$ cat config.mk
export PLATFORM = sky130hd
export DESIGN_NAME = servo_slew_ctrl
export DESIGN_NICKNAME = d
export VERILOG_FILES = /design/src/rtl/servo_slew_ctrl.sv
export SDC_FILE = /design/constraint.sdc
export NUM_CORES = 1
export LEC_CHECK = 0
export ABC_AREA = 1
export CORE_ASPECT_RATIO = 1.5
export CORE_UTILIZATION = 24
export DETAILED_ROUTE_END_ITERATION = 10
export SLEW_MARGIN = 10
export SYNTH_ARGS = -nofsm -noshare
export SYNTH_HDL_FRONTEND = slang
export SYNTH_SLANG_ARGS = --single-unit
$ cat constraint.sdc
create_clock -name clk -period 4.95 [get_ports clk]
set_input_delay 0.495 -clock clk [delete_from_list [all_inputs] [get_ports clk]]
set_output_delay 0.495 -clock clk [all_outputs]
set_load 0.02 [all_outputs]
$ cat src/rtl/servo_slew_ctrl.sv
// Servo command stage: clamps target pulse widths and slews the live width by at most STEP per PWM frame.
// Optional self-sweep mode (PW_MAX/PW_MIN alternation) is built when SERVO_SLEW_SWEEP_EN is defined.
module servo_slew_ctrl #(
  parameter int CNT_W       = 20,
  parameter int PW_MIN      = 11200,
  parameter int PW_NEUTRAL  = 40350,
  parameter int PW_MAX      = 69500,
  parameter int STEP        = 290,
  parameter int HOLD_FRAMES = 10
) (
  input  logic             clk,
  input  logic             rst_n,
  input  logic             frame_tick_i,
  input  logic             cmd_valid_i,
  input  logic [CNT_W-1:0] cmd_pos_i,
`ifdef SERVO_SLEW_SWEEP_EN
  input  logic             sweep_en_i,
`endif
  output logic             cmd_ready_o,
  output logic [CNT_W-1:0] pulse_width_o,
  output logic             busy_o,
  output logic             at_target_o
);

  localparam int HC_W = (HOLD_FRAMES > 1) ? $clog2(HOLD_FRAMES) : 1;
  localparam logic [CNT_W-1:0] P_MIN  = CNT_W'(PW_MIN);
  localparam logic [CNT_W-1:0] P_NEU  = CNT_W'(PW_NEUTRAL);
  localparam logic [CNT_W-1:0] P_MAX  = CNT_W'(PW_MAX);
  localparam logic [CNT_W-1:0] STEP_C = CNT_W'(STEP);
  localparam logic [HC_W-1:0]  HOLD_LAST = HC_W'((HOLD_FRAMES > 0) ? HOLD_FRAMES - 1 : 0);

  typedef enum logic [1:0] {S_IDLE, S_RAMP, S_HOLD} state_e;

  state_e           state_q, state_d;
  logic [CNT_W-1:0] pw_q, pw_d;
  logic [CNT_W-1:0] tgt_q, tgt_d;
  logic [HC_W-1:0]  hold_q, hold_d;
  logic [CNT_W-1:0] diff;
  logic             up;
  logic             issue;
  logic [CNT_W-1:0] issue_pos;

  function automatic logic [CNT_W-1:0] clamp(input logic [CNT_W-1:0] v);
    if (v < P_MIN) return P_MIN;
    if (v > P_MAX) return P_MAX;
    return v;
  endfunction

  // Larger-minus-smaller keeps the distance unsigned without wrap.
  assign up   = (tgt_q > pw_q);
  assign diff = up ? (tgt_q - pw_q) : (pw_q - tgt_q);

`ifdef SERVO_SLEW_SWEEP_EN
  logic sweep_lo_q, sweep_lo_d;
  logic self_issue;

  assign self_issue = sweep_en_i && !cmd_valid_i;

  always_comb begin
    issue      = cmd_valid_i || self_issue;
    issue_pos  = cmd_valid_i ? cmd_pos_i : (sweep_lo_q ? P_MIN : P_MAX);
    sweep_lo_d = sweep_lo_q;
    if (state_q == S_IDLE && self_issue) sweep_lo_d = !sweep_lo_q;
  end

  always_ff @(posedge clk or negedge rst_n) begin
    if (!rst_n) sweep_lo_q <= 1'b0;
    else        sweep_lo_q <= sweep_lo_d;
  end
`else
  always_comb begin
    issue     = cmd_valid_i;
    issue_pos = cmd_pos_i;
  end
`endif

  always_comb begin
    state_d = state_q;
    pw_d    = pw_q;
    tgt_d   = tgt_q;
    hold_d  = hold_q;
    case (state_q)
      S_IDLE: begin
        // A frame_tick coinciding with the accept is deliberately not used for stepping.
        if (issue) begin
          tgt_d = clamp(issue_pos);
          if (tgt_d != pw_q) state_d = S_RAMP;
        end
      end
      S_RAMP: begin
        if (frame_tick_i) begin
          if (diff <= STEP_C) begin
            pw_d    = tgt_q;
            hold_d  = '0;
            state_d = (HOLD_FRAMES == 0) ? S_IDLE : S_HOLD;
          end else begin
            pw_d = up ? (pw_q + STEP_C) : (pw_q - STEP_C);
          end
        end
      end
      S_HOLD: begin
        if (frame_tick_i) begin
          if (hold_q == HOLD_LAST) begin
            hold_d  = '0;
            state_d = S_IDLE;
          end else begin
            hold_d = hold_q + HC_W'(1);
          end
        end
      end
      default: state_d = S_IDLE;
    endcase
  end

  always_ff @(posedge clk or negedge rst_n) begin
    if (!rst_n) begin
      state_q <= S_IDLE;
      pw_q    <= P_NEU;
      tgt_q   <= P_NEU;
      hold_q  <= '0;
    end else begin
      state_q <= state_d;
      pw_q    <= pw_d;
      tgt_q   <= tgt_d;
      hold_q  <= hold_d;
    end
  end

  assign cmd_ready_o   = (state_q == S_IDLE);
  assign busy_o        = (state_q != S_IDLE);
  assign pulse_width_o = pw_q;
  assign at_target_o   = (pw_q == tgt_q);

endmodule

After elaboration in Yosys (flattened, before gate mapping)
Cells that the tools add are included.
Word-level totals
  output and inout bits: 23
  logic and storage cells: 59
  bits of input ports: 24
  flip-flop bits (word level): 46
Cells by class
  multiplexer cells: 28
  reduce and logical (&&, ||, !) cells: 7
  order comparisons: 4
  add/subtract/negate cells: 5
  equal/unequal tests: 11
Operators with widths (count)
  $mux W20: 9
  $sub A20 B20 Y20: 2
  $add A20 B9 Y20 const B: 1
  $eq A20 B20 Y1: 1
  $gt A20 B17 Y1 const B: 1
  $gt A20 B20 Y1: 1
  $le A20 B9 Y1 const B: 1
  $lt A20 B14 Y1 const B: 1
  $ne A20 B20 Y1: 1
  $sub A20 B9 Y20 const B: 1
  $mux W4: 4
  $mux W2: 6
  $ne A2 B2 Y1 const B: 5
  $pmux W4 S2: 1
  $mux W1: 7
  $pmux W2 S3: 1
  $reduce_and A6 Y1: 1
  $add A4 B1 Y4 const B: 1
  $eq A4 B4 Y1 const B: 1
  $reduce_and A2 Y1: 2
  $reduce_and A4 Y1: 1
  $reduce_bool A2 Y1: 2
  $eq A2 B1 Y1 const B: 1
  $eq A2 B2 Y1 const B: 1
  other kinds (2): 2

Longest topological paths before layout
Gate-level depths: netlist of run 1.
  depth after elaboration: 15
  mapped depth: 27
  gate-level depth less buffers: 26

Worst setup path after synthesis of run 1
No wires, ideal clock.
  kind: reg-to-reg
  start point: reg pw_q[11] (netlist: pulse_width_o[11])
  end point: reg pw_q[16] (netlist: pulse_width_o[16])
  cell stages (with the launch flop): 24
  clock period less this slack: 3672 ps
  slack: 1278 ps
  data required time: 4832 ps
  setup time: 118 ps
  data arrival time: 3554 ps
  buffers on the path: 2
  cells stage by stage: dfstp_2 inv_1 ha_1 buf_2 nand2_4 nor2_4 inv_2 nor2_2 nand3_1 nand3_2 nand2_4 buf_8 ha_1 inv_1 nor3_1 nand2_1 nand3_1 o21bai_1 a21oi_1 o21ai_0 xor2_1 nand2_1 nand3_1 nand2_1
On the way
  cells in the longest elaborated chain, start to end: 4
  elaborated cells between the ends (all ways): 9
  those cells by class: add/sub: 4; order compare: 2; mux: 3
Ends and longest elaborated chain
  start: declaration: line 35  | logic [CNT_W-1:0] pw_q, pw_d;
  start signal: assignment: line 123  | pw_q <= pw_d;
  $sub A20 B20 Y20 / $gt A20 B20 Y1 (equally long branches): line 51, 50
  $mux W20: line 51  | assign diff = up ? (tgt_q - pw_q) : (pw_q - tgt_q);
  $le A20 B9 Y1: line 92  | if (diff <= STEP_C) begin
  $mux W20 (*): line 92
Every way passes the cells marked *; elsewhere a longest branch is shown, timed or not.
A chain may end at the register's enable or synchronous reset.

Final worst setup path of run 1
  start point: reg pw_q[1] (netlist: pulse_width_o[1])
  end point: reg pw_q[16] (netlist: pulse_width_o[16])
The elaborated chain is that of the path after synthesis.

==> impl_metrics.json, run 1 <==
{
  "postCtsSetupBuffers": 0,
  "die_y_microns": 197,
  "hp-class": "in -> async",
  "vias": 6525,
  "grtUsageMet1": 0.170,
  "die_w_microns": 132,
  "avgViaCountPerCell": 4.74,
  "post-route-period-util": 0.905,
  "clk-insertion-delay-late_ns": 0.30,
  "pre_cts_ws_ns": 0.456,
  "maxSlewHeadroom": 0.488,
  "drive_above_1_share": 0.0677,
  "use_met3": 0.0121,
  "start_util": 0.244,
  "synth_warnings": 0,
  "rows": 71,
  "ys_seq_elements": 46,
  "antenna_cells": 0,
  "fmax_mhz": 223,
  "area_growth_pct": 16.0,
  "setup_viol_count_final": 0,
  "layout.nets": 1133,
  "finalHoldViolCount": 0,
  "arrival_ns": 4.68,
  "synth_edf_count": 0,
  "cts.repair.resized": 0,
  "synthCells": 1006,
  "synth.distinct_cells": 42,
  "grt_busiest_layer": "met2",
  "synth_area_sq_mm": 0.00608,
  "cp-end-kind": "register",
  "final.setup.tns_ns": 0,
  "grt_usage": 0.167,
  "slew_violations": 0,
  "min_period_ns": 4.48,
  "ios": 47,
  "drt-initial-drc-count": 332,
  "clock-sinks": 46,
  "cts.htree.levels": 2,
  "place_hpwl_microns": 18000,
  "grt_pass1_vias": 6436,
  "synth_fp_nets": 1091,
  "numCtsBuffers": 5,
  "outcome": "finished clean",
  "dieArea_sq_mm": 0.0260,
  "antenna_found_initial": 0,
  "grt_pass1_wl_microns": 33700,
  "ys_seq_area_frac": 0.193,
  "synthArstFlopShare": 1.00,
  "path_max_fanout": 23,
  "drt-pass1-iter-count": 6,
  "grt_overflow": 0,
  "postRouteAntennaNets": 0,
  "wire_per_inst_microns": 15.6,
  "syn_avg_cell_area_sq_um": 6.04,
  "place.gp.congestion": 0.960,
  "fin_ws_ns": 0.472,
  "cts_buffer_depth": 2,
  "clock_skew_ns": 0.00800,
  "port_buffers": 46,
  "cts_tree": "built",
  "r2r_setup_slack_ns": 0.47,
  "worstMarginPinSlew_ns": 0.766,
  "rsz0062_at_grt": "false",
  "grt_start_max_net_pins": 47,
  "cts.clk_slew.worst_paths_ns": 0.08,
  "synth_ff_type": "dfrtp_1",
  "drc": 0,
  "core_area_sq_mm": 0.0250,
  "critical_path_class": "reg -> reg",
  "hold_buffers": 0,
  "cp-start-kind": "register",
  "drt-total-wl_microns": 21500,
  "grt_util_met2": 0.321,
  "root_buffer": "clkbuf_16",
  "cp.required_ns": 5.15,
  "cap_violations": 0
}
-- sequential cells by signal, indices dropped and copies added, names as in the netlist --
name / cells
hold_q: 4
pulse_width_o: 20
state_q: 2
tgt_q: 20
-- kinds of logic after synthesis --
kind of cell | count (synthesis) | share of synthesized area
simple gates | 576 | 0.411
xor+xnor | 36 | 0.0519
fa+ha+maj | 61 | 0.129
flops | 46 | 0.193
buf+inv | 167 | 0.110
compound gates | 120 | 0.104
-- cell type report --
class | instances | area, sq um
inverter | 146 | 551
fill | 2761 | 17900
clock buffer | 5 | 125
clock inverter | 3 | 25.0
tap | 328 | 410
sequential | 46 | 1180
timing repair buffer | 56 | 531
multi-input combinational | 793 | 4240
-- worst max-delay path: stages, from the launching register on --
cell	delay, ns
dfstp_2	0.66
inv_1	0.18
fa_1	0.51
nand3_1	0.10
nand3_1	0.19
nand3_1	0.16
nand3_2	0.17
nand2_4	0.32
inv_4	0.15
ha_1	0.40
nand2_1	0.07
nor3_1	0.25
nand2_1	0.08
o21bai_1	0.35
a21oi_1	0.17
o21ai_0	0.23
xor2_1	0.16
nand2_1	0.06
nand3_1	0.09
nand2_1	0.05
-- metrics by stage --
stage | hold slack, ns | cell area [sq um] | std cells | utilization
floorplan | 0.199 | 6080 | 1006 | -
global placement | 0.482 | 6900 | 1369 | 0.277
detailed placement | 0.491 | 6900 | 1369 | 0.277
CTS | 0.317 | 7050 | 1377 | 0.283
global route | 0.337 | 7050 | 1377 | 0.283
finish | 0.281 | 7050 | 1377 | 0.283
-- worst paths after layout --
path                                         startpoint                             to  cells after the start
min in group clk                 state_q[0]$_DFFE_PN0P_         state_q[0]$_DFFE_PN0P_                      2
setup / recovery           pulse_width_o[1]$_DFFE_PN1P_  pulse_width_o[16]$_DFFE_PN0P_                     19
hold / removal                                    rst_n          hold_q[0]$_DFFE_PN0P_                      2
hold reg to reg                  state_q[0]$_DFFE_PN0P_         state_q[0]$_DFFE_PN0P_                      2
setup reg to reg           pulse_width_o[1]$_DFFE_PN1P_  pulse_width_o[16]$_DFFE_PN0P_                     19
max in group asynchronous                         rst_n   pulse_width_o[5]$_DFFE_PN0P_                      2
-- cell usage in the layout (no fill, tap or decap), drive strengths merged, types with 5 or more instances in the layout --
cell type and instances:
a21oi 60, buf 11, clkbuf 5, clkdlybuf4s50 45, dfrtp 26, dfstp 20
ha 58, inv 146, nand2 364, nand3 99, nand4 19, nor2 75
nor3 7, o21ai 48, o21bai 5, xnor2 8, xor2 28
-- synth_stat cells, types with 6 or more instances --
master | instances | area, sq um
nor2_1 | 69 | 259
o21ai_0 | 39 | 195
nand2_2 | 6 | 37.5
dfrtp_1 | 26 | 651
ha_1 | 58 | 726
nand2_1 | 355 | 1330
xor2_1 | 28 | 245
clkbuf_1 | 11 | 41.3
dfstp_2 | 20 | 526
nand4_1 | 19 | 119
nand3_1 | 94 | 470
o21ai_1 | 9 | 45.0
a21oi_1 | 59 | 295
nor3_1 | 7 | 35.0
inv_1 | 139 | 522
xnor2_1 | 8 | 70.1
-- layer usage --
metal / share of wire / vias up
li1: - / 3282
met1: 0.38 / 2984
met2: 0.52 / 198
met3: 0.036 / 61
met4: 0.069 / 0
met5: 0 / -
Power of run 1 is not shown: default switching activity piles up to over one toggle a cycle in this logic, so the estimate is an artifact.
==> run 2: changes to the inputs <==
==> constraint.sdc (replaced) <==
create_clock -name clk -period 4.8 [get_ports clk]
set_input_delay 0.48 -clock clk [delete_from_list [all_inputs] [get_ports clk]]
set_output_delay 0.48 -clock clk [all_outputs]
set_load 0.02 [all_outputs]
==> run 2 against run 1 <==
Effect of this change: via count fell by 1.0%; die area did not move; clock skew fell by 0.0012 ns; first-iteration DRC count fell by 11%; sequential share of layout area fell by 0.14 points; maximum frequency rose by 1.7%; count of clock-buffer cells in the layout did not move; non-clock buffer count rose by 5; hold slack got worse by 0.016 ns; wire length fell by 0.59%; critical path type unchanged; critical endpoint is now pulse_width_o[17]$_DFFE_PN0P_.
==> impl_metrics.json, run 2 (same netlist as run 1, synthesis figures left out) <==
{
  "outcome": "finished clean",
  "holdWs_ns": 0.265,
  "fin_ws_ns": 0.395,
  "clk-insertion-delay-late_ns": 0.30,
  "core_area_sq_mm": 0.0250,
  "grt_start_max_net_pins": 47,
  "cp.required_ns": 5.04,
  "dieArea_sq_mm": 0.0260,
  "drc": 0,
  "wire_per_inst_microns": 15.5,
  "final_util": 0.285,
  "cts_tree": "built",
  "path_max_fanout": 17,
  "vias": 6460,
  "cp-start-kind": "register",
  "final_common_cell": "nand2_1",
  "slew_violations": 0,
  "antenna_found_initial": 0,
  "die_y_microns": 197,
  "drt-total-wl_microns": 21400,
  "crit_chain": "inv_1 > ha_1 > nand2_1 > inv_1 > nand2_1 > nor2_1 > nand3_1 > nand3_2 > nand2_8 > buf_4 > ha_1 > nand2_1 > nor2_1 > nand4_1 > o211ai_1 > nand2_1 > nor2_1 > nor2_1 > o21ai_0 > xor2_1 > nand3_1 > nand3_1",
  "pre_cts_ws_ns": 0.251,
  "cts.clk_slew.worst_paths_ns": 0.07,
  "area_growth_pct": 17.0,
  "critical_path.max_stage_delay_ns": 0.59,
  "grt_usage": 0.169,
  "port_buffers": 46,
  "antenna_cells": 0,
  "post-route-period-util": 0.918,
  "maxSlewHeadroom": 0.428,
  "critical_path_class": "reg -> reg",
  "place.gp.congestion": 0.926,
  "start_util": 0.244,
  "root_buffer": "clkbuf_16",
  "drt-pass1-iter-count": 4,
  "numCtsBuffers": 5,
  "hp-class": "in -> async",
  "ios": 47,
  "setup_viol_count_final": 0,
  "cp-end-kind": "register",
  "rows": 71,
  "drive_above_1_share": 0.0721,
  "drt-initial-drc-count": 297,
  "clock_skew_ns": 0.00681,
  "final_cell_mix": "nand2_1, inv_1, nand3_1, nor2_1, a21oi_1",
  "place_hpwl_microns": 17900,
  "cts_buffer_depth": 2,
  "slowest_stage": "dfstp_2",
  "grt_overflow": 0,
  "avgViaCountPerCell": 4.67,
  "cts.htree.levels": 2,
  "cap_violations": 0,
  "min_period_ns": 4.41,
  "postRouteAntennaNets": 0,
  "grt_pass1_wl_microns": 33700,
  "layout.nets": 1138,
  "cts.repair.resized": 0,
  "worstMarginPinSlew_ns": 0.857,
  "fmax_mhz": 227,
  "arrival_ns": 4.65,
  "postCtsSetupBuffers": 0,
  "grt_pass1_vias": 6424,
  "final.setup.tns_ns": 0,
  "rsz0062_at_grt": "false",
  "die_w_microns": 132,
  "hold_buffers": 0,
  "clock-sinks": 46,
  "finalHoldViolCount": 0
}
run 2: path summary, 6_finish.rpt:
check / from / cells after the start / slack, ns / to
worst min-delay path: rst_n / 2 / 0.26 / hold_q[1]$_DFFE_PN0P_
min in group clk: state_q[0]$_DFFE_PN0P_ / 2 / 0.50 / state_q[0]$_DFFE_PN0P_
worst max-delay path: pulse_width_o[12]$_DFFE_PN1P_ / 22 / 0.39 / pulse_width_o[17]$_DFFE_PN0P_
worst min register to register: state_q[0]$_DFFE_PN0P_ / 2 / 0.50 / state_q[0]$_DFFE_PN0P_
max in group asynchronous: rst_n / 2 / 4.08 / pulse_width_o[0]$_DFFE_PN0P_
worst max register to register: pulse_width_o[12]$_DFFE_PN1P_ / 22 / 0.39 / pulse_width_o[17]$_DFFE_PN0P_
run 2: cell type report:
class / instances / area [sq um]
clock buffers: 5 / 125
clock inverters: 3 / 40.0
fillers: 2821 / 17800
inverters: 146 / 551
multi-input cells: 793 / 4240
flip-flops and latches: 46 / 1180
well taps: 328 / 410
repair buffers: 61 / 568
run 2: per-layer routing:
metal | share of wire | GRT usage
met1 | 0.38 | 0.173
met2 | 0.54 | 0.331
met3 | 0.020 | 0.00900
met4 | 0.059 | 0.107
met5 | 0 | 0
run 2: critical path, delay by kind of cell, from the launching register on:
family,cells,cell delay [ns]
and+or+nand+nor,14,1.81
adders and majority gates,2,0.82
AOI/OAI and AO/OA,2,0.52
xor gates and xnor gates,1,0.16
DFF,1,0.59
buffers and inverters,3,0.43
run 2: through the flow:
stage,std cells,area (sq um)
4_1_cts,1382,7110
5_1_grt,1382,7110
3_5_place_dp,1374,6940
2_1_floorplan,1006,6080
6_report,1382,7110
3_3_place_gp,1374,6940
Power of run 2 is left out for the same reason.
